===== config.mk =====
export PLATFORM = sky130hd
export DESIGN_NAME = multi_operand_accumulator
export DESIGN_NICKNAME = d
export VERILOG_FILES = /design/src/rtl/multi_operand_accumulator_pkg.sv /design/src/rtl/multi_operand_accumulator_csa.sv /design/src/rtl/multi_operand_accumulator.sv
export SDC_FILE = /design/constraint.sdc
export NUM_CORES = 1
export LEC_CHECK = 0
export CAP_MARGIN = 20
export CORE_ASPECT_RATIO = 2
export CORE_MARGIN = 2
export CORE_UTILIZATION = 40
export CTS_BUF_LIST = sky130_fd_sc_hd__clkbuf_4 sky130_fd_sc_hd__clkbuf_8
export CTS_CLUSTER_SIZE = 10
export DETAILED_ROUTE_END_ITERATION = 12
export PLACE_DENSITY = 0.67
export SYNTH_ARGS = -nofsm -noshare
export SYNTH_HDL_FRONTEND = slang
export SYNTH_SLANG_ARGS = --single-unit
export TNS_END_PERCENT = 100

===== constraint.sdc =====
create_clock -name clk -period 3.75 [get_ports clk]
set_input_delay 0.9375 -clock clk [delete_from_list [all_inputs] [get_ports clk]]
set_output_delay 0.9375 -clock clk [all_outputs]
set_load 0.05 [all_outputs]

===== src/rtl/multi_operand_accumulator_pkg.sv =====
// Shared constants and FSM encoding for the multi-operand accumulator and its adder.
package multi_operand_accumulator_pkg;

  localparam int DATA_W = 8;
  localparam int ACC_W  = 2 * DATA_W;
  localparam int CNT_W  = 5;

  typedef enum logic [2:0] {
    IDLE   = 3'd0,
    LOAD   = 3'd1,
    ADD_LO = 3'd2,
    ADD_HI = 3'd3,
    DONE   = 3'd4
  } state_t;

endpackage


===== src/rtl/multi_operand_accumulator_csa.sv =====
// 8-bit conditional-sum adder: every block computes both carry-in outcomes, and each level
// doubles the block size by letting the low half's carry choose the high half's result.
module multi_operand_accumulator_csa
  import multi_operand_accumulator_pkg::*;
(
  input  logic [DATA_W-1:0] a,
  input  logic [DATA_W-1:0] b,
  input  logic              cin,
  output logic [DATA_W-1:0] sum,
  output logic              cout
);

  // s0_*/c0_* assume a carry-in of 0 into the block, s1_*/c1_* assume 1.
  logic [7:0] s0_l0, s1_l0, c0_l0, c1_l0;
  logic [7:0] s0_l1, s1_l1;
  logic [3:0] c0_l1, c1_l1;
  logic [7:0] s0_l2, s1_l2;
  logic [1:0] c0_l2, c1_l2;
  logic [7:0] s0_l3, s1_l3;
  logic       c0_l3, c1_l3;

  generate
    for (genvar gi = 0; gi < 8; gi++) begin : g_bit
      assign s0_l0[gi] = a[gi] ^ b[gi];
      assign s1_l0[gi] = ~(a[gi] ^ b[gi]);
      assign c0_l0[gi] = a[gi] & b[gi];
      assign c1_l0[gi] = a[gi] | b[gi];
    end

    for (genvar gi = 0; gi < 4; gi++) begin : g_pair
      assign s0_l1[2*gi]   = s0_l0[2*gi];
      assign s1_l1[2*gi]   = s1_l0[2*gi];
      assign s0_l1[2*gi+1] = c0_l0[2*gi] ? s1_l0[2*gi+1] : s0_l0[2*gi+1];
      assign s1_l1[2*gi+1] = c1_l0[2*gi] ? s1_l0[2*gi+1] : s0_l0[2*gi+1];
      assign c0_l1[gi]     = c0_l0[2*gi] ? c1_l0[2*gi+1] : c0_l0[2*gi+1];
      assign c1_l1[gi]     = c1_l0[2*gi] ? c1_l0[2*gi+1] : c0_l0[2*gi+1];
    end

    for (genvar gi = 0; gi < 2; gi++) begin : g_nibble
      assign s0_l2[4*gi+1:4*gi]   = s0_l1[4*gi+1:4*gi];
      assign s1_l2[4*gi+1:4*gi]   = s1_l1[4*gi+1:4*gi];
      assign s0_l2[4*gi+3:4*gi+2] = c0_l1[2*gi] ? s1_l1[4*gi+3:4*gi+2] : s0_l1[4*gi+3:4*gi+2];
      assign s1_l2[4*gi+3:4*gi+2] = c1_l1[2*gi] ? s1_l1[4*gi+3:4*gi+2] : s0_l1[4*gi+3:4*gi+2];
      assign c0_l2[gi]            = c0_l1[2*gi] ? c1_l1[2*gi+1] : c0_l1[2*gi+1];
      assign c1_l2[gi]            = c1_l1[2*gi] ? c1_l1[2*gi+1] : c0_l1[2*gi+1];
    end
  endgenerate

  assign s0_l3[3:0] = s0_l2[3:0];
  assign s1_l3[3:0] = s1_l2[3:0];
  assign s0_l3[7:4] = c0_l2[0] ? s1_l2[7:4] : s0_l2[7:4];
  assign s1_l3[7:4] = c1_l2[0] ? s1_l2[7:4] : s0_l2[7:4];
  assign c0_l3      = c0_l2[0] ? c1_l2[1] : c0_l2[1];
  assign c1_l3      = c1_l2[0] ? c1_l2[1] : c0_l2[1];

  // The real carry-in picks the final pair last, so it sits on the shortest path.
  assign sum  = cin ? s1_l3 : s0_l3;
  assign cout = cin ? c1_l3 : c0_l3;

endmodule


===== src/rtl/multi_operand_accumulator.sv =====
// Streams 8-bit operands into a 16-bit total using one 8-bit adder twice per operand
// (low byte, then high byte plus carry); the result is offered on a valid/ready port.
module multi_operand_accumulator
  import multi_operand_accumulator_pkg::*;
(
  input  logic             clk,
  input  logic             rst,
  input  logic             start,
  input  logic [CNT_W-1:0] op_count,
  input  logic [ACC_W-1:0] acc_init,
  input  logic             in_valid,
  input  logic [DATA_W-1:0] in_data,
  output logic             in_ready,
  output logic             out_valid,
  input  logic             out_ready,
  output logic [ACC_W-1:0] acc_out,
  output logic             ovf,
  output logic             busy
);

  state_t            state_reg, state_next;
  logic [ACC_W-1:0]  acc_reg, acc_next;
  logic [CNT_W-1:0]  cnt_reg, cnt_next;
  logic [DATA_W-1:0] opnd_reg, opnd_next;
  logic              carry_reg, carry_next;
  logic              ovf_reg, ovf_next;

  logic [DATA_W-1:0] add_a, add_b, add_sum;
  logic              add_cin, add_cout;

  always_ff @(posedge clk) begin
    if (rst) begin
      state_reg <= IDLE;
      acc_reg   <= '0;
      cnt_reg   <= '0;
      opnd_reg  <= '0;
      carry_reg <= 1'b0;
      ovf_reg   <= 1'b0;
    end else begin
      state_reg <= state_next;
      acc_reg   <= acc_next;
      cnt_reg   <= cnt_next;
      opnd_reg  <= opnd_next;
      carry_reg <= carry_next;
      ovf_reg   <= ovf_next;
    end
  end

  // High pass adds only the saved carry, so B is zero there.
  always_comb begin
    add_a   = acc_reg[DATA_W-1:0];
    add_b   = opnd_reg;
    add_cin = 1'b0;
    if (state_reg == ADD_HI) begin
      add_a   = acc_reg[ACC_W-1:DATA_W];
      add_b   = '0;
      add_cin = carry_reg;
    end
  end

  multi_operand_accumulator_csa u_adder (
    .a    (add_a),
    .b    (add_b),
    .cin  (add_cin),
    .sum  (add_sum),
    .cout (add_cout)
  );

  always_comb begin
    state_next = state_reg;
    acc_next   = acc_reg;
    cnt_next   = cnt_reg;
    opnd_next  = opnd_reg;
    carry_next = carry_reg;
    ovf_next   = ovf_reg;
    in_ready   = 1'b0;
    out_valid  = 1'b0;
    busy       = 1'b1;

    case (state_reg)
      IDLE: begin
        busy = 1'b0;
        if (start) begin
          acc_next = acc_init;
          ovf_next = 1'b0;
          if (op_count != '0) begin
            cnt_next   = op_count;
            state_next = LOAD;
          end else begin
            state_next = DONE;
          end
        end
      end
      LOAD: begin
        in_ready = 1'b1;
        if (in_valid) begin
          opnd_next  = in_data;
          state_next = ADD_LO;
        end
      end
      ADD_LO: begin
        acc_next[DATA_W-1:0] = add_sum;
        carry_next           = add_cout;
        state_next           = ADD_HI;
      end
      ADD_HI: begin
        acc_next[ACC_W-1:DATA_W] = add_sum;
        ovf_next                 = ovf_reg | add_cout;
        cnt_next                 = cnt_reg - CNT_W'(1);
        state_next               = (cnt_reg == CNT_W'(1)) ? DONE : LOAD;
      end
      DONE: begin
        out_valid = 1'b1;
        if (out_ready) state_next = IDLE;
      end
      default: begin
        state_next = IDLE;
      end
    endcase
  end

  assign acc_out = acc_reg;
  assign ovf     = ovf_reg;

endmodule


# --- Word-level counts from Yosys, hierarchy flattened ---
# Cells that the tools add are included.
totals:
  reg_bits: 34
  latchBits: 0
  ramBits: 0
  romBits: 0
  output_inout_bits: 20
  word_cells: 109
  n_memories: 0
classes:
  add_sub_neg: 1
  mul: 0
  div: 0
  magnitude_cmp: 0
  n_eq_ne: 9
  shifts: 0
  mux: 50
  bitwise: 33
  reduce_logical: 9
ops:
  columns: ["cell", "n"]
  rows:
  - ["$pmux 8 s2", 2]
  - ["$mux 1", 28]
  - ["$mux 8", 3]
  - ["$mux 16", 1]
  - ["$mux 3", 5]
  - ["$pmux 3 s5", 1]
  - ["$mux 5", 2]
  - ["$pmux 5 s2", 1]
  - ["$or 1x1->1", 9]
  - ["$and 1x1->1", 8]
  - ["$mux 2", 4]
  - ["$mux 4", 2]
  - ["$ne 2x2->1 const B", 4]
  - ["$not 1->1", 8]
  - ["$xor 1x1->1", 8]
  - ["$eq 3x2->1 const B", 2]
  - ["$reduce_and 2->1", 3]
  - ["$reduce_and 3->1", 2]
  - ["$eq 5x1->1 const B", 1]
  - ["$reduce_bool 5->1", 1]
  - ["$sub 5x1->5 const B", 1]
  - ["$reduce_bool 2->1", 2]
  - ["$eq 3x1->1 const B", 1]
  - ["$eq 3x3->1 const B", 1]
  - ["other kinds (2)", 2]

# --- Logic depth before layout (Yosys ltp) ---
depth:
  depth_word: 9
  ltp_mapped: 16
  mapped_depth_nobuf: 13

# --- By module ---
# From an unflattened synthesis, not the netlist that was laid out.
unflattened:
  cells_unflattened: 301
  hier_area_um2: 2459.9
modules_own_cells:
  columns: ["module", "n_inst", "cells_per_inst", "area_per_inst_um2", "seq_area_each_um2"]
  rows:
  - ["multi_operand_accumulator", 1, 202, 1737.9, 680.7]
  - ["multi_operand_accumulator_csa", 1, 99, 721.9, 0.0]

# --- Worst setup path after synthesis ---
# No wires, ideal clock.
synth_timing:
  path_kind: "register -> register"
  startpoint: "reg state_reg[1]"
  endpoint: "reg carry_reg"
  setup_ps: 140
  arrival_time_ps: 3185
  required_ps: 3610
  slack_ps: 425
  path_stages_with_launch: 17
  path_buffers: 3
  synth_period_minus_slack_ps: 3325
  path_cell_list: "dfxtp_1 -> clkbuf_2 -> nand2b_1 -> or2_2 -> clkbuf_1 -> clkbuf_1 -> nand2_1 -> nand2_1 -> inv_1 -> ha_1 -> inv_1 -> mux2i_4 -> mux2i_4 -> mux2i_2 -> mux2i_1 -> mux2i_1 -> a211oi_2"
synth_via:
  elab_chain_len: 7
  word_cells_on_any_way: 36
synth_lines:
  columns: ["item", "line_no", "source"]
  rows:
  - ["start, declared", "multi_operand_accumulator.sv:21", "state_t state_reg, state_next;"]
  - ["start signal, assigned", "multi_operand_accumulator.sv:40", "state_reg <= state_next;"]
  - ["$eq 3x2->1", "multi_operand_accumulator.sv:54", "if (state_reg == ADD_HI) begin"]
  - ["$mux 8", "multi_operand_accumulator.sv:54", null]
  - ["$and 1x1->1 or $or 1x1->1 (tied branches)", "multi_operand_accumulator_csa.sv:26, multi_operand_accumulator_csa.sv:27", null]
  - ["$mux 1 (on tied branches)", "multi_operand_accumulator_csa.sv:35, multi_operand_accumulator_csa.sv:36", null]
  - ["$mux 1 (on tied branches)", "multi_operand_accumulator_csa.sv:44, multi_operand_accumulator_csa.sv:45", null]
  - ["$mux 1 (on tied branches)", "multi_operand_accumulator_csa.sv:53, multi_operand_accumulator_csa.sv:54", null]
  - ["$mux 1", "multi_operand_accumulator_csa.sv:58", "assign cout = cin ? c1_l3 : c0_l3;"]
  - ["end signal, assigned", "multi_operand_accumulator.sv:44", "carry_reg <= carry_next;"]
  - ["end, declared", "multi_operand_accumulator.sv:25", "logic carry_reg, carry_next;"]
# Several ways; a longest one is shown, not always the timed one.
# A chain may end at the register's enable or synchronous reset.

# --- Final worst setup path ---
# Ends and elaborated chain as after synthesis.

==> Flow_metrics.wiki <==
{| class="wikitable"
! Metric !! Value
|-
| Initial antenna violation count || 0
|-
| Clock transition at the registers of the reported paths || 0.07 ns
|-
| Drt first pass iters || 4
|-
| Via density per instance || 5.31
|-
| Worst-margin pin slew || 0.948 ns
|-
| Final hold vios || 0
|-
| TritonCTS clock tree || done
|-
| Total global routing overflow || 0
|-
| Sort of element at the start of the critical path || flop
|-
| Htree depth || 2
|-
| Drt wl/cell || 14.9 um
|-
| Critical path class || reg -> reg
|-
| Source of the critical timing path || state_reg[1]$_SDFFE_PP0P_
|-
| Floorplan die height || 110 um
|-
| Cell type of the slowest stage on the worst timing path || sky130_fd_sc_hd__dfxtp_1
|-
| Largest net degree at the start of global routing || 23
|-
| Critical path, cell by cell || nand2b_1, or2_2, buf_4, nand2_1, nand2_1, ha_1, or2_2, o211ai_1, nand2_1, mux2i_2, mux2i_1, mux2i_1, a211oi_2
|-
| Worst path arrival time || 3.47 ns
|-
| Min-Delay Path Class || reg -> reg
|-
| Switching Power || 438 uW
|-
| Slowest Stage Delay on Critical Path || 0.49 ns
|-
| Buffers inserted during post-CTS setup optimization || 0
|-
| Most used cells in the layout excluding fill and tap cells || sky130_fd_sc_hd__nand2_1 (62), sky130_fd_sc_hd__clkdlybuf4s50_1 (53), sky130_fd_sc_hd__nor2_1 (38)
|-
| Leakage power of the design || 0.00128 uW
|-
| Most numerous cell on the critical path || sky130_fd_sc_hd__nand2_1
|-
| Number of pins exceeding their max-slew limit in the final report || 0
|-
| Wire length of the first global-routing pass || 10100 um
|-
| Number of I/O port buffers || 53
|-
| Max capacitance violation total || 0
|-
| Minimum clock period || 3.34 ns
|-
| Total number of yosys warnings || 0
|-
| Reg2reg start || state_reg[1]$_SDFFE_PP0P_
|-
| Ports placed on the boundary || 54
|-
| Layout cells sized above 1 || 0.0688
|-
| Setup clock skew after layout || 0.0101 ns
|-
| Area used by sequential logic in the layout || 681 um2
|-
| Internal power || 720 uW
|-
| Run status || completed
|-
| Remaining routing DRC violations || 0
|-
| Final instance count without filler cells || 409
|-
| Total routed wirelength || 6080 um
|-
| Antenna viol nets, final || 0
|-
| CTS Sinks || 34
|-
| Highest clock frequency the design can meet || 300 MHz
|-
| Number of nets in the layout || 401
|-
| Part of the power in combinational logic || 0.382
|-
| Normalized max-slew margin || 0.366
|-
| Unrepaired setup endpoints after global routing || false
|-
| GPL Wtd Cong || 0.797
|-
| Clock network fraction of total power || 0.238
|-
| Final setup TNS || 0 ns
|-
| Util after Layout || 0.543
|-
| Clock Tree Buf Depth || 2
|-
| Core area || 0.00542 mm2
|-
| Sequential element share of the synthesized area || 0.301
|-
| Post-CTS Hold Buffers || 0
|-
| Proportion of power drawn by flip-flops and latches || 0.379
|-
| Filler Cell Count || 565
|-
| Most common cell after layout, fill and taps aside || sky130_fd_sc_hd__nand2_1
|-
| Switching share of total power || 0.378
|-
| Cell row count || 38
|-
| Type of destination of the critical path || flop
|-
| Die footprint || 0.00631 mm2
|-
| Gate count of the mapped netlist || 297
|-
| Post-synthesis cell area || 0.00226 mm2
|-
| Number of DRC violations after detailed-routing iteration 0 || 71
|-
| Required time at the endpoint of the critical path || 3.88 ns
|-
| Diodes inserted || 0
|-
| Growth of design area from synthesis to finish || 30.0%
|-
| Synthesized Nets || 349
|-
| Post-CTS resize count || 0
|-
| Placed instance count || 402
|-
| Power density normalized to cell area || 393 mW/mm2
|-
| Setup violations, final || 0
|-
| Initial Utilization || 0.418
|-
| Average footprint of a synthesized cell || 7.62 um2
|-
| TritonCTS Buffers || 5
|-
| Number of unique standard cell types used by synthesis || 43
|-
| Critical-path maximum fanout || 21
|-
| Root Buffer || sky130_fd_sc_hd__clkbuf_8
|-
| Total area of multi-input combinational cells || 0.00142 mm2
|-
| Tot GR Track Use || 0.207
|-
| HPWL after DPL || 4720 um
|-
| Total number of vias || 2170
|-
| Clock latency on the worst-skew pair || 0.29 ns
|-
| Share of the clock period used by the worst path || 0.889
|-
| Hold Startpoint || opnd_reg[4]$_SDFFE_PP0P_
|-
| Peak supply drop || 0.240 mV
|-
| Vias in the first global route || 2167
|-
| Flip-flop count of the largest register after layout || 16
|-
| Synth Register Bits || 34
|-
| Horizontal extent of the die || 57.2 um
|}
## stage by stage
stage / area, um2 / total power [uW] / setup slack, ns / hold WS (ns)
after floorplan: 2260 / 741 / 0.425 / 0.460
after global placement: 2860 / 887 / 0.556 / 0.491
after detailed placement: 2860 / 892 / 0.427 / 0.492
after CTS: 2940 / 1170 / 0.408 / 0.516
after global routing: 2940 / 1230 / 0.177 / 0.535
final: 2940 / 1160 / 0.415 / 0.509
## per-layer routing
layer,up-vias,global-route usage,share of wire
met5,-,0,0
met4,0,0.0714,0.018
met3,9,0.0350,0.027
met2,36,0.407,0.57
met1,1031,0.214,0.39
li1,1094,-,-
## area by class of cell
type / instances / share of cell area
Clock buffer: 7 / 0.0285
Tap cell: 60 / 0.0255
Sequential cell: 34 / 0.231
Inverter: 28 / 0.0357
Timing Repair Buffer: 59 / 0.196
Multi-Input combinational cell: 221 / 0.483
## synthesized netlist by cell type (all sizes together)
| library cell | instances | area [um2] |
|---|---|---|
| a22oi | 7 | 52.6 |
| and3 | 2 | 12.5 |
| a2bb2o | 1 | 10.0 |
| buf | 4 | 16.3 |
| o211ai | 3 | 22.5 |
| nor3 | 5 | 25.0 |
| o21ai | 8 | 40.0 |
| nor4 | 2 | 12.5 |
| ha | 18 | 225 |
| mux2i | 17 | 199 |
| clkbuf | 10 | 38.8 |
| a31o | 2 | 17.5 |
| or2 | 2 | 12.5 |
| a311oi | 3 | 26.3 |
| nor2 | 38 | 143 |
| o2bb2ai | 1 | 8.76 |
| nand3 | 1 | 5.00 |
| nand4b | 1 | 23.8 |
| a31oi | 1 | 6.26 |
| and2 | 3 | 18.8 |
| or4b | 2 | 20.0 |
| nor2b | 2 | 12.5 |
| a2111oi | 3 | 32.5 |
| nand2 | 62 | 233 |
| xor2 | 2 | 17.5 |
| inv | 28 | 105 |
| o22ai | 2 | 12.5 |
| dfxtp | 34 | 681 |
| or3 | 1 | 6.26 |
| nand3b | 1 | 7.51 |
| nand2b | 5 | 31.3 |
| o31ai | 1 | 7.51 |
| xnor2 | 7 | 61.3 |
| nor3b | 1 | 7.51 |
| a21oi | 8 | 40.0 |
| a211oi | 9 | 72.6 |
## critical path: cells and delay by family, from the launching register on
kind | cells | cell delay, ns
buf+inv | 1 | 0.24
fa+ha+maj | 1 | 0.22
compound gates | 2 | 0.20
simple gates | 6 | 1.10
mux | 3 | 0.92
flops | 1 | 0.49
## power groups by stage
stage | Sequential (uW) | Clock, uW | Combinational [uW]
2_1_floorplan | 509 | 0 | 231
3_3_place_gp | 447 | 0 | 441
3_5_place_dp | 448 | 0 | 444
4_1_cts | 439 | 284 | 446
5_1_grt | 445 | 296 | 484
6_report | 439 | 276 | 443
## logic make-up (layout without fill, tap and decap cells)
group                      Yosys count  after routing  synth area share
muxes                               17             17            0.0879
AOI/OAI and AO/OA                   49             49             0.154
adders and majority gates           18             18            0.0995
buffers and inverters               42             94            0.0708
xor gates and xnor gates             9              9            0.0348
and+or+nand+nor                    128            128             0.252
DFF                                 34             34             0.301
## final timing paths
check	to	slack, ns	cells past startpoint
max	carry_reg$_SDFFE_PP0P_	0.41	13
min	opnd_reg[4]$_SDFFE_PP0P_	0.51	2
max reg2reg	carry_reg$_SDFFE_PP0P_	0.41	13
min reg2reg	opnd_reg[4]$_SDFFE_PP0P_	0.51	2
No activity file was read; power rests on OpenSTA's default activity.
